[config.mk]
export PLATFORM = sky130hd
export DESIGN_NAME = reg_dump_formatter
export DESIGN_NICKNAME = d
export VERILOG_FILES = /design/src/rtl/reg_dump_formatter.sv
export SDC_FILE = /design/constraint.sdc
export NUM_CORES = 1
export LEC_CHECK = 0
export CORE_MARGIN = 2
export CORE_UTILIZATION = 52
export DETAILED_ROUTE_END_ITERATION = 7
export PLACE_DENSITY = 0.92
export RECOVER_POWER = 25
export SLEW_MARGIN = 20
export SYNTH_ARGS = -nofsm -noshare
export SYNTH_HDL_FRONTEND = slang
export SYNTH_SLANG_ARGS = --single-unit
[constraint.sdc]
create_clock -name clk -period 4.2 [get_ports clk]
set_input_delay 0.84 -clock clk [delete_from_list [all_inputs] [get_ports clk]]
set_output_delay 0.84 -clock clk [all_outputs]
set_load 0.05 [all_outputs]
[src/rtl/reg_dump_formatter.sv]
// Snapshots the register file and streams it as ASCII lines "rN=HHHH\r\n" on a valid/ready byte port.
// Optional build macro REG_DUMP_PERIODIC_EN adds an idle-time auto-trigger every PERIOD_CYCLES clocks.
module reg_dump_formatter #(
  parameter int unsigned NUM_REGS      = 8,
  parameter int unsigned PERIOD_CYCLES = 27_000_000
) (
  input  logic             clk,
  input  logic             rst_n,
  input  logic [7:0][15:0] regs,
  input  logic             start,
  output logic [7:0]       out_data,
  output logic             out_valid,
  input  logic             out_ready,
  output logic             busy,
  output logic             done
);

  if (NUM_REGS < 1 || NUM_REGS > 8 || PERIOD_CYCLES < 1) begin : g_param_check
    $error("reg_dump_formatter: NUM_REGS must be 1..8 and PERIOD_CYCLES at least 1");
  end

  localparam logic [2:0] LastReg  = 3'(NUM_REGS - 1);
  localparam logic [3:0] LastChar = 4'd8;

  typedef enum logic [0:0] {StIdle, StEmit} state_e;

  state_e           state_q, state_d;
  logic [7:0][15:0] snap_q, snap_d;
  logic [2:0]       reg_idx_q, reg_idx_d;
  logic [3:0]       char_idx_q, char_idx_d;
  logic             done_q, done_d;
  logic             trigger;
  logic [15:0]      cur_reg;
  logic [7:0]       cur_byte;

  function automatic logic [7:0] hex_ascii(input logic [3:0] n);
    // 'A' - 10 = 8'h37
    return (n < 4'd10) ? (8'h30 + {4'h0, n}) : (8'h37 + {4'h0, n});
  endfunction

`ifdef REG_DUMP_PERIODIC_EN
  logic [31:0] period_cnt_q, period_cnt_d;
  logic        timer_hit;

  assign timer_hit = (state_q == StIdle) && (period_cnt_q == 32'(PERIOD_CYCLES - 1));
  assign trigger   = start || timer_hit;

  // Counts only while idle; cleared by any accepted trigger so it sits at zero during a dump.
  always_comb begin
    period_cnt_d = period_cnt_q;
    if (state_q == StIdle) begin
      period_cnt_d = trigger ? 32'd0 : period_cnt_q + 32'd1;
    end
  end

  always_ff @(posedge clk or negedge rst_n) begin
    if (!rst_n) begin
      period_cnt_q <= 32'd0;
    end else begin
      period_cnt_q <= period_cnt_d;
    end
  end
`else
  assign trigger = start;
`endif

  assign cur_reg = snap_q[reg_idx_q];

  always_comb begin
    cur_byte = 8'h00;
    case (char_idx_q)
      4'd0:    cur_byte = 8'h72;
      4'd1:    cur_byte = 8'h30 + {5'd0, reg_idx_q};
      4'd2:    cur_byte = 8'h3D;
      4'd3:    cur_byte = hex_ascii(cur_reg[15:12]);
      4'd4:    cur_byte = hex_ascii(cur_reg[11:8]);
      4'd5:    cur_byte = hex_ascii(cur_reg[7:4]);
      4'd6:    cur_byte = hex_ascii(cur_reg[3:0]);
      4'd7:    cur_byte = 8'h0D;
      4'd8:    cur_byte = 8'h0A;
      default: cur_byte = 8'h00;
    endcase
  end

  always_comb begin
    state_d    = state_q;
    snap_d     = snap_q;
    reg_idx_d  = reg_idx_q;
    char_idx_d = char_idx_q;
    done_d     = 1'b0;
    case (state_q)
      StIdle: begin
        if (trigger) begin
          state_d    = StEmit;
          reg_idx_d  = 3'd0;
          char_idx_d = 4'd0;
          for (int unsigned i = 0; i < 8; i++) begin
            snap_d[i] = (i < NUM_REGS) ? regs[i] : 16'h0000;
          end
        end
      end
      StEmit: begin
        // out_valid is always high here, so out_ready alone marks a transfer
        if (out_ready) begin
          if (char_idx_q == LastChar) begin
            char_idx_d = 4'd0;
            if (reg_idx_q == LastReg) begin
              state_d   = StIdle;
              reg_idx_d = 3'd0;
              done_d    = 1'b1;
            end else begin
              reg_idx_d = reg_idx_q + 3'd1;
            end
          end else begin
            char_idx_d = char_idx_q + 4'd1;
          end
        end
      end
      default: state_d = StIdle;
    endcase
  end

  always_ff @(posedge clk or negedge rst_n) begin
    if (!rst_n) begin
      state_q    <= StIdle;
      snap_q     <= '0;
      reg_idx_q  <= 3'd0;
      char_idx_q <= 4'd0;
      done_q     <= 1'b0;
    end else begin
      state_q    <= state_d;
      snap_q     <= snap_d;
      reg_idx_q  <= reg_idx_d;
      char_idx_q <= char_idx_d;
      done_q     <= done_d;
    end
  end

  assign out_valid = (state_q == StEmit);
  assign busy      = (state_q == StEmit);
  assign out_data  = out_valid ? cur_byte : 8'h00;
  assign done      = done_q;

endmodule

Word level (Yosys, flattened, before mapping)
Cells that the tools add are included.
{ "word_totals": {"ff_bits": 137, "out_inout_bits": 11, "word_cells": 71} }
{ "classes": {"add_sub_neg": 11, "n_lt_le_gt_ge": 5, "eq_ne": 12, "n_mux": 26, "n_bitwise": 1, "n_reduce_logical": 4} }
{ "ops": {"columns": ["cell", "count"], "rows": [
  ["one-hot mux 7 bit (9 select lines)", 1],
  ["adder 6 x 4 -> 7 bit (first input constant)", 8],
  ["binary-select mux 16 bit (select 3 bit)", 1],
  ["two-way mux 7 bit", 4],
  ["equality test 4 x 3 -> 1 bit (second input constant)", 4],
  ["< comparator 4 bit (second input constant)", 4],
  ["two-way mux 16 bit", 1],
  ["two-way mux 3 bit", 4],
  ["two-way mux 4 bit", 3],
  ["equality test 4 x 2 -> 1 bit (second input constant)", 2],
  ["two-way mux 1 bit", 8],
  ["two-way mux 8 bit", 1],
  ["one-hot mux 4 bit (2 select lines)", 1],
  ["adder 6 x 3 -> 7 bit (first input constant)", 1],
  ["one-hot mux 3 bit (2 select lines)", 1],
  ["adder 4 x 1 -> 4 bit (second input constant)", 1],
  ["equality test 4 x 1 -> 1 bit (second input constant)", 1],
  ["equality test 4 bit (second input constant)", 1],
  ["zero test 4 bit", 1],
  ["< comparator 3 x 4 -> 1 bit (second input constant)", 1],
  ["inequality test 2 bit (second input constant)", 2],
  ["AND reduction 2 bit", 2],
  ["adder 3 x 1 -> 3 bit (second input constant)", 1],
  ["equality test 3 bit (second input constant)", 1],
  ["other kinds (4)", 4]
]} }

Longest topological paths before layout
Gate-level depths: netlist of run 1.
{ "depth": {"depth_word": 6, "depth_mapped": 13, "ltp_nobuf": 9} }

Least setup slack after synthesis of run 1
OpenSTA, ideal clock, no wires.
{ "synth_timing": {"path_kind": "flip-flop to output port", "from": "reg reg_idx_q[0]", "to": "out out_data[2]", "arrival_time_ps": 3201, "slack_ps": 159, "stages_incl_launch_ff": 12, "path_buffers": 3, "cell_sequence": "dfrtp_1 buf_6 buf_12 buf_6 mux4_2 mux2i_1 ha_1 inv_1 or4b_1 a21oi_1 a21oi_1 a31oi_1"} }
{ "synth_via": {"elab_chain_len": 6, "word_cells_on_any_way": 21} }
{ "synth_lines": {"columns": ["item", "line", "source"], "rows": [
  ["start: declaration", "29", "logic [2:0] reg_idx_q, reg_idx_d;"],
  ["start signal: assignment", "133", "reg_idx_q <= reg_idx_d;"],
  ["binary-select mux 16 bit (select 3 bit)", "67", "assign cur_reg = snap_q[reg_idx_q];"],
  ["two-way mux 16 bit (implied by the code)", "67", null],
  ["adder 6 x 4 -> 7 bit / < comparator 4 bit (equally long branches)", "38", "return (n < 4'd10) ? (8'h30 + {4'h0, n}) : (8'h37 + {4'h0, n});"],
  ["two-way mux 7 bit", "38", null],
  ["one-hot mux 7 bit (9 select lines) (*)", "71", "case (char_idx_q)"],
  ["two-way mux 8 bit (*)", "141", "assign out_data = out_valid ? cur_byte : 8'h00;"],
  ["end: declaration", "11", "output logic [7:0] out_data,"]
]} }
Mark *: on every way between the ends. The rest lies on a longest branch, timed or not. The select of a mux whose other input is x is not followed.

Final worst setup path of run 1
Ends and elaborated chain as after synthesis.

==> results of run 1 <==
-- critical path: cells and delay by family, from the launching register on --
family	cells	cell delay [ps]
AOI/OAI and AO/OA	3	500
DFF	1	520
and+or+nand+nor	1	500
buffers and inverters	3	450
muxes	2	910
-- synth_stat cells, drive strengths merged --
| cell | count | area (µm²) |
|---|---|---|
| a211oi | 7 | 52.6 |
| a21boi | 1 | 11.3 |
| a21o | 2 | 15.0 |
| a21oi | 23 | 115 |
| a221o | 1 | 10.0 |
| a221oi | 1 | 8.76 |
| a22o | 1 | 8.76 |
| a22oi | 2 | 15.0 |
| a2bb2oi | 2 | 17.5 |
| a31oi | 11 | 68.8 |
| and2 | 1 | 6.26 |
| and3 | 5 | 31.3 |
| buf | 16 | 126 |
| clkbuf | 33 | 124 |
| conb | 1 | 3.75 |
| dfrtp | 137 | 3430 |
| ha | 10 | 125 |
| inv | 11 | 41.3 |
| mux2 | 7 | 82.6 |
| mux2i | 18 | 205 |
| mux4 | 33 | 826 |
| nand2 | 411 | 1540 |
| nand2b | 3 | 18.8 |
| nand3 | 4 | 20.0 |
| nand3b | 2 | 15.0 |
| nand4b | 2 | 17.5 |
| nor2 | 25 | 93.8 |
| nor2b | 5 | 31.3 |
| nor3 | 10 | 50.1 |
| nor4 | 2 | 12.5 |
| o21a | 2 | 15.0 |
| o21ai | 16 | 80.1 |
| o21bai | 1 | 7.51 |
| o22a | 2 | 17.5 |
| o22ai | 2 | 12.5 |
| o2bb2ai | 1 | 8.76 |
| o31ai | 2 | 15.0 |
| or2 | 1 | 6.26 |
| or3 | 1 | 6.26 |
| or4b | 1 | 10.0 |
| xnor2 | 2 | 17.5 |
-- per-layer routing --
metal / GRT usage, % / vias up / routed length [µm]
met5: 0 / - / 0
met2: 48.5 / 353 / 10600
met4: 11.2 / 0 / 766
met3: 6.88 / 71 / 1620
met1: 37.8 / 3178 / 8520
li1: - / 2989 / -
-- flip-flops by register name, indices dropped and copies added, names as in the netlist --
name	cells
snap_q	128
char_idx_q	4
reg_idx_q	3
busy	1
done	1
-- cell families (layout without fill, tap and decap cells) --
family	after synthesis	in the layout
flip-flops	137	137
multiplexers	58	58
XOR/XNOR	2	2
buffers and inverters	60	205
AO/OA/AOI/OAI	77	77
other	1	1
AND/OR/NAND/NOR	473	473
adder cells (fa/ha/maj)	10	10
-- placed cells by master, fill, tap and decap left out, types with 8 or more instances in the layout --
cell               n
buf_4             19
inv_1             11
mux4_1            20
nor3_1            10
nand2_1          411
dfrtp_1          134
nor2_1            25
mux4_2            13
ha_1               8
o21ai_0           15
a21oi_1           21
a31oi_1            9
clkbuf_16         18
clkdlybuf4s50_1  133
mux2i_1            9
-- power groups by stage --
stage | registers [µW] | logic [µW] | clock network, µW
finish | 1660 | 2160 | 1670
global route | 1680 | 2300 | 1730
CTS | 1650 | 1970 | 1680
detailed placement | 1670 | 1900 | 0
floorplan | 1580 | 1330 | 0
global placement | 1660 | 1860 | 0
-- per-stage QoR --
stage | util [%] | TNS, ps
after floorplan | - | 0
after global placement | 64.2 | 0
after detailed placement | 64.2 | 0
after CTS | 69.2 | 0
after global routing | 70.4 | -151
final | 70.4 | 0
-- what timing repair did --
item                       in CTS  in global routing
setup buffers                   3                  5
pin swaps                       0                  1
gates resized for setup         2                 25
setup endpoints to repair       4                  5
hold buffers                    0                  0
cloned                          0                  1
-- path summary, 6_finish.rpt --
check / startpoint / to / slack [ps] / cells after the start
max reg2reg: char_idx_q[1] / reg_idx_q[0] / 2180 / 8
min in group asynchronous: rst_n / snap_q[106] / 1170 / 1
min reg2reg: snap_q[23] / snap_q[23] / 470 / 2
max: reg_idx_q[0] / out_data[2] / 50 / 9
min: snap_q[23] / snap_q[23] / 470 / 2
max in group asynchronous: rst_n / reg_idx_q[1] / 1430 / 1
-- area by class of cell --
class                      instances  share of cell area (%)
clock buffer                      18                    4.51
tap                              180                    2.31
timing repair buffer             163                    17.1
multi-input combinational        621                    38.2
clock inverter                    13                    2.19
sequential                       137                    35.3
inverter                          11                   0.424
==> impl_metrics.json, run 1 <==
{
  "synth_xor_area_share_pct": 0.239,
  "outcome": "finished, violations left",
  "drv_slew": 101,
  "final_area_um2": 9730,
  "pre_cts_ws_ps": 224,
  "clk_pin_slew_worst_paths_ps": 60,
  "n_antenna_cell": 0,
  "die_height_um": 123,
  "relSlewSlack_pct": -63.7,
  "grt_first_pass_wirelength_mm": 33.3,
  "track_usage_pct": 29.4,
  "num_rows": 43,
  "insertion_delay_ps": 430,
  "wl_per_cell_um": 18.8,
  "cts_sinks": 137,
  "ys_seq_area_share_pct": 46.8,
  "synth_fa_ha_area_share_pct": 1.71,
  "min_period_ps": 4150,
  "power_frac_clock_pct": 30.4,
  "place.gp.congestion": 0.908,
  "power_frac_comb_pct": 39.4,
  "num_vias": 6591,
  "cp_slowest_cell": "mux4_1",
  "first_global_vias": 6485,
  "skew_ps": 9.23,
  "hold_class": "flip-flop to flip-flop",
  "fin_cells": 1143,
  "htreeDepth": 4,
  "cts_buffers": 17,
  "synth_top_family_by_area": "simple AND/OR/NAND/NOR gates",
  "cts_tree": "built",
  "holdWs_ps": 472,
  "synth_mux_area_share_pct": 15.2,
  "worst-setup-path-type": "flip-flop to primary output",
  "cpPeakStageDelay_ps": 640,
  "drt_iter0_markers": 669,
  "grt_antenna_before_repair": 0,
  "p_sw_share_pct": 35.1,
  "ios": 143,
  "die_w_um": 123,
  "p_per_area_nw_per_um2": 565,
  "drc_errors": 0,
  "failed_checks": "max-capacitance violations, max-slew violations",
  "crit_fanout": 8,
  "required_ps": 3360,
  "dpl.hpwl_mm": 14.4,
  "period_share_pct": 98.7,
  "cellInternalPower_uw": 3570,
  "antenna_left": 0,
  "tightest_slew_ps": 2450,
  "start_util_pct": 52.9,
  "cts.path.max_buffers": 2,
  "crit_arrival_ps": 3310,
  "layout-drive-gt1-share_pct": 10.9,
  "syn_area_um2": 7320,
  "total_power_uw": 5500,
  "avgSynthCellArea_um2": 8.95,
  "finalSetupViolations": 0,
  "portBuffers": 141,
  "yosysWarningCount": 0,
  "detail_route.vias_per_cell": 5.77,
  "root_buffer": "clkbuf_16",
  "syn-instance-count": 818,
  "ir_worst_vdd_uv": 355,
  "drt_first_pass_iters": 7,
  "p_seq_share_pct": 30.2,
  "endpoint_kind": "primary output",
  "die_area_um2": 15000,
  "maxCapViolCount": 1,
  "gr-total-overflow": 0,
  "synth_compound_area_share_pct": 6.55,
  "synth-simple-area-share_pct": 25.4,
  "multi_input_area_um2": 3710,
  "fill_cells": 913,
  "regArea_um2": 3430,
  "fmax_ghz": 0.241,
  "synth-seq-cells": 137,
  "p_leak_uw": 0.00464,
  "p_switching_uw": 1930,
  "path_cells": "buf_4, buf_4, mux4_1, mux2i_1, or4b_4, a21oi_2, a21oi_2, a31oi_4, buf_12",
  "synth_fp_nets": 960,
  "setup_slack_ps": 53.4,
  "wl_mm": 21.5,
  "placed_cell_area_um2": 8880,
  "grt_max_degree": 101,
  "fin_nets": 1093,
  "coreArea_um2": 13800,
  "area_delta_synth_final_pct": 32.9,
  "ys_types": 49,
  "finalHoldViolCount": 0,
  "crit_path_start_kind": "flip-flop",
  "dp.cells": 1103
}
Power figures use the tool's default switching activity.
==> inputs of run 2 (changes only) <==
--- a/config.mk
+++ b/config.mk
@@ -5,11 +5,14 @@
 export SDC_FILE = /design/constraint.sdc
 export NUM_CORES = 1
 export LEC_CHECK = 0
+export CORE_ASPECT_RATIO = 0.8
 export CORE_MARGIN = 2
 export CORE_UTILIZATION = 52
+export CTS_CLUSTER_SIZE = 24
 export DETAILED_ROUTE_END_ITERATION = 7
 export PLACE_DENSITY = 0.92
 export RECOVER_POWER = 25
+export SKIP_CTS_REPAIR_TIMING = 1
 export SLEW_MARGIN = 20
 export SYNTH_ARGS = -nofsm -noshare
 export SYNTH_HDL_FRONTEND = slang
==> run 2 against run 1 <==
Against the previous run:
- the run ends with design-rule violations, max-capacitance violations, max-slew violations left
- flip-flop and latch count did not move
- global-route usage grew 0.17 points
- setup slack better by 49 ps
- combinational power is 5% higher
- clock power decreased by 13%
- die area about the same
- maximum frequency is 1.2% higher
- clock skew is 1.2 ps lower
- cell count increased by 0.96%
- critical path depth up 4
- routed wire length rose by 3.7%
- design area decreased by 0.24%
- largest cell class unchanged
- largest power group unchanged
- highest routed layer unchanged
==> impl_metrics.json, run 2 (synthesized netlist as in run 1, its figures left out) <==
{
  "maxCapViolCount": 1,
  "wl_per_cell_um": 19.3,
  "grt_first_pass_wirelength_mm": 33.5,
  "crit_arrival_ps": 3260,
  "die_w_um": 137,
  "reg.largest.list": "snap_q x128, char_idx_q x4, reg_idx_q x3",
  "tightest_slew_ps": 2730,
  "gr-total-overflow": 0,
  "finalSetupViolations": 0,
  "cts_sinks": 137,
  "coreArea_um2": 13600,
  "top_register": "snap_q",
  "hold_class": "flip-flop to flip-flop",
  "grt_max_degree": 111,
  "num_vias": 6825,
  "finalHoldViolCount": 0,
  "ios": 143,
  "relSlewSlack_pct": -81.7,
  "portBuffers": 141,
  "antenna_left": 0,
  "fmax_ghz": 0.244,
  "p_seq_share_pct": 30.8,
  "crit_path_start_kind": "flip-flop",
  "htreeDepth": 4,
  "detail_route.vias_per_cell": 5.91,
  "regArea_um2": 3440,
  "power_frac_clock_pct": 27.1,
  "p_switching_uw": 1990,
  "drv_slew": 111,
  "drt_first_pass_iters": 7,
  "crit_fanout": 5,
  "required_ps": 3360,
  "power_frac_comb_pct": 42.2,
  "start_util_pct": 53.6,
  "cts_tree": "built",
  "root_buffer": "clkbuf_16",
  "final_area_um2": 9710,
  "fill_cells": 908,
  "insertion_delay_ps": 430,
  "grt_antenna_before_repair": 0,
  "final_cell_mix": "nand2_1 (411), dfrtp_1 (134), clkdlybuf4s50_1 (133)",
  "die_height_um": 110,
  "worst-setup-path-type": "flip-flop to primary output",
  "die_area_um2": 15000,
  "area_delta_synth_final_pct": 32.6,
  "track_usage_pct": 29.5,
  "p_leak_uw": 0.00464,
  "num_rows": 38,
  "n_antenna_cell": 0,
  "drc_errors": 2,
  "drt_iter0_markers": 840,
  "ir_worst_vdd_uv": 817,
  "largest_reg_flops": 128,
  "layout-drive-gt1-share_pct": 11.3,
  "placed_cell_area_um2": 8900,
  "endpoint_kind": "primary output",
  "dpl.hpwl_mm": 14.9,
  "p_per_area_nw_per_um2": 554,
  "cts.path.max_buffers": 2,
  "layout_commonest_cell": "nand2_1",
  "multi_input_area_um2": 3690,
  "cts_buffers": 17,
  "clk_pin_slew_worst_paths_ps": 60,
  "skew_ps": 7.99,
  "p_sw_share_pct": 37.1,
  "outcome": "finished, violations left",
  "failed_checks": "design-rule violations, max-capacitance violations, max-slew violations",
  "cellInternalPower_uw": 3380,
  "wl_mm": 22.3,
  "period_share_pct": 97.6,
  "place.gp.congestion": 0.950,
  "final_core_util_pct": 71.1,
  "first_global_vias": 6652,
  "min_period_ps": 4100,
  "fin_nets": 1103
}
-- run 2: cell count changes in the layout (fill, tap and decap cells not counted), sizes merged --
cell,delta
clkbuf,-1
bufinv,-4
clkinvlp,+2
inv,+2
clkinv,+1
buf,+11
-- run 2: final cells by class --
| class | instances | share of cell area [%] |
|---|---|---|
| Multi-Input combinational cell | 621 | 38.0 |
| Timing Repair Buffer | 173 | 18.0 |
| Sequential cell | 137 | 35.4 |
| Inverter | 11 | 0.425 |
| Tap cell | 180 | 2.32 |
| Clock inverter | 14 | 1.41 |
| Clock buffer | 18 | 4.42 |
-- run 2: power by group through the flow --
stage / sequential (µW) / combinational, µW / clock [µW]
6_report: 1660 / 2270 / 1460
5_1_grt: 1670 / 2400 / 1520
4_1_cts: 1660 / 1980 / 1460
3_5_place_dp: 1680 / 1950 / 0
2_1_floorplan: 1580 / 1330 / 0
3_3_place_gp: 1670 / 1890 / 0
-- run 2: routing by layer --
metal  global-route usage, %  vias up  part of all wire (%)
li1                        -     3015                     -
met1                    37.8     3241                    37
met4                    12.6        0                   4.0
met3                    7.77       97                    11
met5                       0        -                     0
met2                    48.0      472                    48
-- run 2: worst paths after layout --
kind / start / to / slack (ps) / cells after the start
worst max-delay path: reg_idx_q[0] / out_data[1] / 100 / 13
worst min-delay path: snap_q[76] / snap_q[76] / 470 / 2
worst max register to register: char_idx_q[1] / reg_idx_q[0] / 2170 / 7
worst min register to register: snap_q[76] / snap_q[76] / 470 / 2
max in group asynchronous: rst_n / reg_idx_q[2] / 1020 / 1
min in group asynchronous: rst_n / char_idx_q[2] / 1280 / 1
-- run 2: worst max-delay path, cell delays in order (launching register included) --
cell       delay, ps
dfrtp_2          430
buf_4            160
buf_6            130
buf_4            130
mux2_2           210
a2bb2oi_1        320
nand2_1          190
ha_1             330
inv_1             60
o21ai_0           90
a31oi_1          290
nor2_1            90
a31oi_2          240
buf_12           180
-- run 2: per-stage QoR --
stage	instances	power, µW	hold slack (ps)	setup WS, ps	setup TNS, ps
after floorplan	818	2910	437	159	0
after global placement	1104	3560	451	455	0
after detailed placement	1104	3630	456	364	0
after CTS	1136	5090	473	-90.6	-279
after global routing	1154	5580	491	-3.29	-3.54
final	1154	5380	475	102	0
==> edit (config.mk and constraints of run 2) <==
Compare `char_idx_q` against `LastChar` with >= in place of ==.
--- a/src/rtl/reg_dump_formatter.sv
+++ b/src/rtl/reg_dump_formatter.sv
@@ -102,7 +102,7 @@
       StEmit: begin
         // out_valid is always high here, so out_ready alone marks a transfer
         if (out_ready) begin
-          if (char_idx_q == LastChar) begin
+          if (char_idx_q >= LastChar) begin
             char_idx_d = 4'd0;
             if (reg_idx_q == LastReg) begin
               state_d   = StIdle;
Check against the original RTL: same outputs for any inputs over 10 cycles, from zero or initial values and one cycle with rst_n low; that may be too few to reach the edited logic, so the function may still have changed.
==> edit against run 2 <==
The flow finishes with violations (max-capacitance violations, max-slew violations). Wire length down 8.8%. Final area shrank 2.2%. Largest cell class unchanged. Total power grew 2.8%. Critical path type unchanged. First-iteration DRC count is 15% lower. Sequential cell count unchanged. Setup slack got worse by 11 ps. Synthesized area fell by 0.99%. Combinational power rose by 3%.
==> edit: results (changes against run 2) <==
stage,metric,value,unit,change
layout,# diodes,0,,unchanged
sta,Final Max Slew Viols,97,,was 111
sta,Post-Route Skew,4.55,ps,was 7.99 ps
sta,relative slew slack,-54.1,%,was -81.7%
layout,"Net count, final",1074,,was 1103
setup_path,"Max FO, Critical Path",9,,was 5
global_route,first-pass GRT wire length,32200,um,was 33500 um
yosys,"FFs w/ async S/R, synth",100,%,unchanged
sta,worst hold slack,473,ps,was 475 ps
setup_path,arrival time at the worst endpoint,3270,ps,was 3260 ps
yosys,synth top area cells,"dfrtp_1, nand2_1, mux4_2, mux2i_1, ha_1",,"was dfrtp_1, nand2_1, mux4_1, mux4_2, mux2i_1"
run_status,status,finished with violations,,unchanged
yosys,count of different cell masters after synthesis,50,,was 49
setup_path,"reg-to-reg slack, setup",2240,ps,was 2170 ps
place,I/O Buffers,141,,unchanged
yosys,ys flop type,dfrtp_1,,unchanged
route,DR iter-0 viols,711,,was 840
clock_network,CTS root buf,clkbuf_16,,unchanged
route,drt first pass iters,5,,was 7
layout,layout cells sized above 1,11.2,%,was 11.3%
power_and_ir_drop,Max VDD drop,706,uV,was 817 uV
place,dpl cell area,8860,um^2,was 8900 um^2
setup_path,critical path's slowest cell,mux4_2,,was dfrtp_2
yosys,Post-synth top cells,"nand2_1, dfrtp_1, mux4_2",,"was nand2_1, dfrtp_1, clkbuf_1"
route,mean routed wirelength per cell,18.1,um,was 19.3 um
setup_path,reg-to-reg startpoint,busy,,was char_idx_q[1]
yosys,register area share after synthesis,47.3,%,was 46.8%
hold_path,worst hold path class,reg2reg,,unchanged
yosys,Ys Warns,0,,unchanged
global_route,largest net degree at the start of global routing,97,,was 111
global_route,Global Route Usage Sum,28.9,%,was 29.5%
power_and_ir_drop,internal power,3.52,mW,was 3.38 mW
clock_network,Worst-path clk slew,60,ps,about the same
yosys,post-synthesis net count,947,,was 960
global_route,initial antenna violation count,0,,unchanged
sta,Final setup viols,0,,unchanged
place,pre-CTS WS,273,ps,was 364 ps
hold_path,Hold Crit Start,snap_q[2],,was snap_q[76]
clock_network,Clock Tree Buf Depth,2,,unchanged
setup_path,R2R cell count,4,,was 7
clock_network,cts bufs inserted,17,,unchanged
layout,# fillers,1002,,was 908
clock_network,htree depth,4,,unchanged
place,post-DP HPWL,14300,um,was 14900 um
layout,Top Registers,"snap_q x128, char_idx_q x4, reg_idx_q x3",,unchanged
global_route,vias in the first global route,6164,,was 6652
hold_path,hold worst-path end,snap_q[2],,was snap_q[76]
setup_path,reg2reg end,snap_q[41],,was reg_idx_q[0]
route,total number of vias,6390,,was 6825
setup_path,cell family contributing the most delay on the critical path,multiplexers,,was compound AO/OA/AOI/OAI gates
hold_path,Hold Crit Depth,2,,unchanged
clock_network,Worst-Skew Late Latency,420,ps,
run_status,failing checks,"max-capacitance violations, max-slew violations",,"was design-rule violations, max-capacitance violations, max-slew violations"
power_and_ir_drop,standby leakage power,4.46,nW,was 4.64 nW
setup_path,largest stage delay on the critical path,510,ps,was 430 ps
place,RePlAce Congestion,0.920,,was 0.950
run,max-cap violations,1,,unchanged
[edit: cell types whose count changed after synthesis, moves of 6 or more]
cell     before  now
buf_1         1   12
buf_2         9    2
nor2_1       25   15
mux4_2       11   38
mux4_1       22    0
a21oi_1      23   17
nand3_1       4   14
[edit: cell families (layout without fill, tap and decap cells)]
logic type      count (synthesis)  in the layout  synth area share, %
buf+inv                        61            200                 3.76
flops                         137            137                 47.3
compound gates                 67             67                 6.02
xor+xnor                        3              3                0.363
mux                            63             63                 15.5
simple gates                  463            463                 25.2
other cells                     1              1               0.0517
fa+ha+maj                      10             10                 1.73
[edit: area by class of cell]
type | count | share of cell area (%)
Tap cell | 180 | 2.37
Clock inverter | 9 | 1.21
Clock buffer | 22 | 4.89
Timing Repair Buffer | 159 | 17.2
Inverter | 10 | 0.395
Sequential cell | 137 | 36.2
Multi-Input combinational cell | 607 | 37.7
[edit: metal layers]
layer,part of all wire [%],GRT usage (%),vias up
li1,-,-,2916
met1,41,40.3,3045
met2,46,44.2,390
met3,11,8.76,39
met4,1.7,8.56,0
met5,0,0,-
[edit: worst max path at each step]
stage | endpoint | slack [ps] | start | depth (start not counted)
CTS | out_data[4] | -180 | reg_idx_q[0] | 10
global placement | out_data[4] | 320 | reg_idx_q[0] | 10
floorplan | out_data[4] | 160 | reg_idx_q[0] | 13
global route | out_data[4] | 2 | reg_idx_q[0] | 11
detailed placement | out_data[4] | 270 | reg_idx_q[0] | 10
finish | out_data[4] | 90 | reg_idx_q[0] | 11
[edit: through the flow]
stage,total power [mW],cells,util (%)
6_report,5.53,1124,69.8
5_1_grt,5.79,1124,69.8
4_1_cts,5.44,1120,69.4
3_5_place_dp,3.94,1089,65.1
3_3_place_gp,3.90,1089,65.1
2_1_floorplan,3.17,805,-
[edit: power by group through the flow]
stage / clock network (mW) / logic (mW) / registers, mW
final: 1.49 / 2.34 / 1.69
after global routing: 1.57 / 2.52 / 1.71
after CTS: 1.50 / 2.22 / 1.71
after floorplan: 0 / 1.58 / 1.59
after detailed placement: 0 / 2.21 / 1.73
after global placement: 0 / 2.17 / 1.72
[edit: worst register-to-register path: stages, from the launching register on]
cell and delay, ps:
dfrtp_1 510, nor2b_4 690, buf_4 450, nand2_1 170
nand2_1 80
